==> src/rtl/tl45_pkg.sv <==
// Shared tl45 core types and constants used by the register file slice.
package tl45_pkg;

    localparam int unsigned TL45_DATA_W = 32;

    typedef logic [3:0]  tl45_reg_t;
    typedef logic [31:0] tl45_word_t;

    localparam tl45_reg_t TL45_ZERO_REG = '0;

endpackage

==> src/rtl/tl45_rf_bypass.sv <==
// Per-read-port selection: stored value, overridden by the highest-index
// enabled write to the same address; register 0 and reset force zero.
module tl45_rf_bypass
    import tl45_pkg::*;
#(
    parameter int unsigned DATA_W = TL45_DATA_W,
    parameter int unsigned AW     = 4,
    parameter int unsigned NWR    = 2
) (
    input  logic                       reset,
    input  logic [AW-1:0]              rd_addr,
    input  logic [DATA_W-1:0]          stored_data,
    input  logic                       stored_busy,
    input  logic [NWR-1:0]             wr_en,
    input  logic [NWR-1:0][AW-1:0]     wr_addr,
    input  logic [NWR-1:0][DATA_W-1:0] wr_data,
    output logic [DATA_W-1:0]          rd_data,
    output logic                       rd_busy
);

    localparam logic [AW-1:0] ZERO_ADDR = AW'(TL45_ZERO_REG);

    always_comb begin
        rd_data = stored_data;
        rd_busy = stored_busy;
        // Ascending scan so the highest matching write port is applied last.
        for (int unsigned j = 0; j < NWR; j++) begin
            if (wr_en[j] && (wr_addr[j] == rd_addr)) begin
                rd_data = wr_data[j];
                rd_busy = 1'b0;
            end
        end
        if (reset || (rd_addr == ZERO_ADDR)) begin
            rd_data = '0;
            rd_busy = 1'b0;
        end
    end

endmodule

==> src/rtl/tl45_regfile_mp.sv <==
// Multi-port tl45 register file: storage, write priority, busy scoreboard
// with a registered busy counter, and per-port write-to-read bypass.
module tl45_regfile_mp
    import tl45_pkg::*;
#(
    parameter int unsigned DATA_W = TL45_DATA_W,
    parameter int unsigned NREGS  = 16,
    parameter int unsigned NRD    = 2,
    parameter int unsigned NWR    = 2,
    localparam int unsigned AW    = $clog2(NREGS)
) (
    input  logic                       clk,
    input  logic                       reset,
    input  logic [NRD-1:0][AW-1:0]     rd_addr,
    output logic [NRD-1:0][DATA_W-1:0] rd_data,
    output logic [NRD-1:0]             rd_busy,
    input  logic [NWR-1:0]             wr_en,
    input  logic [NWR-1:0][AW-1:0]     wr_addr,
    input  logic [NWR-1:0][DATA_W-1:0] wr_data,
    input  logic                       claim_en,
    input  logic [AW-1:0]              claim_addr,
    output logic [AW:0]                busy_cnt
);

    localparam logic [AW-1:0] ZERO_ADDR = AW'(TL45_ZERO_REG);
    localparam logic [AW:0]   CNT_ONE   = (AW+1)'(1);

    logic [DATA_W-1:0] mem [NREGS];
    logic [NREGS-1:0]  busy;
    logic [NREGS-1:0]  busy_nxt;
    logic [NREGS-1:0]  clr_vec;
    logic [NREGS-1:0]  set_vec;
    logic [AW:0]       busy_cnt_nxt;

    always_comb begin
        clr_vec = '0;
        set_vec = '0;
        for (int unsigned j = 0; j < NWR; j++) begin
            if (wr_en[j] && (wr_addr[j] != ZERO_ADDR)) clr_vec[wr_addr[j]] = 1'b1;
        end
        if (claim_en && (claim_addr != ZERO_ADDR)) set_vec[claim_addr] = 1'b1;
        // Claim dominates a same-cycle writeback to the same register.
        busy_nxt = (busy & ~clr_vec) | set_vec;
    end

    // Incremental count: each register contributes at most one step per edge.
    always_comb begin
        busy_cnt_nxt = busy_cnt;
        for (int unsigned r = 1; r < NREGS; r++) begin
            if (set_vec[r] && !busy[r])
                busy_cnt_nxt = busy_cnt_nxt + CNT_ONE;
            else if (clr_vec[r] && busy[r] && !set_vec[r])
                busy_cnt_nxt = busy_cnt_nxt - CNT_ONE;
        end
    end

    always_ff @(posedge clk) begin
        if (reset) begin
            for (int unsigned r = 0; r < NREGS; r++) mem[r] <= '0;
            busy     <= '0;
            busy_cnt <= '0;
        end else begin
            // Later ports overwrite earlier ones targeting the same entry.
            for (int unsigned j = 0; j < NWR; j++) begin
                if (wr_en[j] && (wr_addr[j] != ZERO_ADDR)) mem[wr_addr[j]] <= wr_data[j];
            end
            busy     <= busy_nxt;
            busy_cnt <= busy_cnt_nxt;
        end
    end

    for (genvar i = 0; i < NRD; i++) begin : g_rd
        tl45_rf_bypass #(
            .DATA_W (DATA_W),
            .AW     (AW),
            .NWR    (NWR)
        ) u_bypass (
            .reset       (reset),
            .rd_addr     (rd_addr[i]),
            .stored_data (mem[rd_addr[i]]),
            .stored_busy (busy[rd_addr[i]]),
            .wr_en       (wr_en),
            .wr_addr     (wr_addr),
            .wr_data     (wr_data),
            .rd_data     (rd_data[i]),
            .rd_busy     (rd_busy[i])
        );
    end

endmodule

==> config.mk <==
export PLATFORM = sky130hd
export DESIGN_NAME = tl45_regfile_mp
export DESIGN_NICKNAME = d
export VERILOG_FILES = /design/src/rtl/tl45_pkg.sv /design/src/rtl/tl45_rf_bypass.sv /design/src/rtl/tl45_regfile_mp.sv
export SDC_FILE = /design/constraint.sdc
export NUM_CORES = 1
export LEC_CHECK = 0
export ABC_AREA = 1
export CELL_PAD_IN_SITES_DETAIL_PLACEMENT = 0
export CELL_PAD_IN_SITES_GLOBAL_PLACEMENT = 1
export CORE_MARGIN = 2
export CORE_UTILIZATION = 30
export DETAILED_ROUTE_END_ITERATION = 12
export PLACE_DENSITY = 0.64
export SYNTH_ARGS = -nofsm -noshare
export SYNTH_HDL_FRONTEND = slang
export SYNTH_SLANG_ARGS = --single-unit
==> constraint.sdc <==
create_clock -name clk -period 30.5 [get_ports clk]
set_input_delay 7.625 -clock clk [delete_from_list [all_inputs] [get_ports clk]]
set_output_delay 7.625 -clock clk [all_outputs]
set_load 0.01 [all_outputs]
==> metrics <==
clock network power share 36.1%; Post-CTS Setup Repair Bufs 0; Area Growth Syn to Fin 13.7%; Worst Path Max Fanout between 100 and 150; CP endpoint kind primary output; peak supply drop 38.4 uV; Top FF cell, synth edfxtp_1; layout net count 4758; Slew @ Worst Pin 1.19 ns; setup TNS 0 ns; Total GRT Usage 27.0%; number of buffers created by CTS 67; fmax 0.0502 GHz; post-synth top area share 42.5%; final wirelength 171000 um; layout cells sized above 1 7.57%; syn_area_per_cell 7.64 sq um; P_leak 14.6 nW; status complete, no violations; Yosys top cell by area edfxtp_1; Post-synth EDFFs 512; Req. time, crit path 22.88 ns; final setup fails 0; chip height between 300 and 400 um; vias 37072; first-pass GRT wire length 244000 um; FF-to-FF End busy_cnt[1]; drt first-iter violations 4646; Starting Density a little under a third; Hold Crit Depth 2; minimum clock period 19.94 ns; Async SR Flop Fraction 0%; final routed DRC violation total 0; Comb power frac 22.7%; Slew headroom 21.0%; largest net degree at the start of global routing 257; Skew-Pair Late Insertion Delay 0.64 ns; register share of total power between 40% and 50%; clk slew on worst S/H paths 0.05 ns; CTS tree built; Ports 160; Max Cap Viol 0; sequential share of the synthesized area 43.6%; DP Worst Slack 10.70 ns; RSZ-0062 raised after global routing false; I/O Buffers between 150 and 200; Sw Ratio between 30% and 40%; type of origin of the critical path input pin; reg2reg start busy_cnt[1]; Final GP Congestion 0.858; Routed Antenna Nets 0; Internal between 0.001 and 0.0015 W; Synth area leaders edfxtp_1, o21ai_0, nand3_1, a21oi_1, nand2_1; clk_skew 0.00565 ns; critical path class in -> out; hold path endpoint busy[0]; CTS Buffer Depth 3; Cell variety after synth 44; DPL Wire Length 93700 um; Rows 127; post-route setup slack 10.56 ns; initial antenna violation count 17; min-delay worst type reg -> reg; Root Buffer clkbuf_16; reg-to-reg slack, setup ~19 ns; cell count after synthesis 4741; hold_sp busy[0]; die footprint 123000 sq um; fin crit share 65.4%; R2R depth 70; router iterations before antenna repair 7; leading cell types in the layout, fill and taps excluded o21ai_0, edfxtp_1, nand3_1; pwr dens 51.9 nW/um^2; Layout Cells excl Fill 6304; Net Sw Power 0.000701 W; CTS Hold Bufs 0; synthesized flop and latch total 533; Final Max Slew Viols 0; H-Tree Depth 3; cell area after synthesis ~36000 sq um; Ys Warns 0; cell total after placement 6183; clock sinks 533; post_cts resized 0; vias in the first global route 34540; die span in x ~350 um; WP data arrival 12.31 ns; Fin. Hold Viols 0; GRT overflow 0; leading cell type in the layout, fill and taps excluded o21ai_0; core box area 120000 sq um; post-DR vias/cell 5.88; average wire per standard cell 27.2 um
## worst max-delay path: stages
cell and delay [ns]:
buf_8 0.39, buf_4 0.79, buf_4 0.80, buf_4 0.84, o21ai_0 0.21, o211ai_1 0.21
nand3_1 0.13, nand4_1 0.15, o21ai_0 0.11, a21oi_1 0.19, clkdlybuf4s50_1 0.62
## sequential cells by signal, indices dropped and copies added, names as in the netlist
name and count:
mem 512, busy 16, busy_cnt 5
## layout make-up
cell class	instances	area [sq um]
Tap cell	1612	2020
Multi-Input combinational cell	3367	17500
Sequential cell	533	15800
Clock buffer	92	1810
Clock inverter	26	198
Timing Repair Buffer	237	2180
Antenna cell	3	7.51
Fill cell	12591	78600
Inverter	434	1640
## synthesized netlist by cell type, types with 2 or more instances
library cell / instances
inv_2: 18
clkinv_1: 3
nor3_1: 21
buf_2: 2
nand2_2: 62
o21ai_1: 2
nand3_1: 513
inv_1: 412
buf_1: 64
a221oi_1: 3
or2_2: 4
o22ai_1: 218
nor2_2: 7
clkbuf_1: 370
edfxtp_1: 512
buf_4: 2
dfxtp_1: 21
nand3_2: 24
xor2_2: 3
a22o_1: 2
a21boi_0: 2
a31oi_1: 8
nand2_1: 462
o32ai_1: 4
o31ai_1: 2
nand3b_1: 3
nand2_4: 20
nor2_1: 323
nand4_1: 80
a21oi_1: 352
o21ai_0: 1055
ha_1: 29
o211ai_1: 125
xor2_1: 3
## power by group through the flow
stage | Sequential (W) | Combinational (W) | Clock [W]
after floorplan | 0.000887 | 0.000308 | 0
after global routing | 0.000885 | 0.000535 | 0.000800
after CTS | 0.000879 | 0.000481 | 0.000776
after global placement | 0.000894 | 0.000477 | 0
after detailed placement | 0.000894 | 0.000480 | 0
final | 0.000879 | 0.000486 | 0.000772
## layer usage
| layer | vias up | share of wire, % | track usage [%] |
|---|---|---|---|
| met5 | - | 0.10 | 0 |
| met4 | 30 | 5.2 | 13.5 |
| met3 | 464 | 10 | 5.29 |
| met2 | 2113 | 44 | 41.9 |
| met1 | 17798 | 41 | 35.7 |
| li1 | 16667 | - | - |
## through the flow
stage          hold slack (ns)  instance area [sq um]  utilization (%)  power (W)
2_1_floorplan            0.409                  36300                -    0.00120
3_3_place_gp             0.426                  39100             32.7    0.00137
3_5_place_dp             0.434                  39100             32.7    0.00137
4_1_cts                  0.441                  41200             34.4    0.00214
5_1_grt                  0.451                  41200             34.4    0.00222
6_report                 0.444                  41200             34.4    0.00214
## logic make-up (layout without fill, tap and decap cells)
family,count (synthesis),after routing,synth area share [%]
fa+ha+maj,29,29,1.00
simple gates,1522,1522,19.6
other cells,1,35,0.0104
xor+xnor,8,8,0.308
buf+inv,872,789,9.07
compound gates,1776,1776,26.4
flops,533,533,43.6
## how the worst max path moves through the flow
stage,end,startpoint,cells after the start,slack [ns]
after CTS,rd_data[53],rd_addr[4],11,10.70
after global routing,rd_data[53],rd_addr[4],11,10.23
after detailed placement,rd_data[59],rd_addr[4],11,10.70
after floorplan,busy_cnt[1],claim_addr[2],72,13.13
after global placement,rd_data[53],rd_addr[4],11,10.69
final,rd_data[54],rd_addr[4],11,10.56
Power figures use the tool's default switching activity.
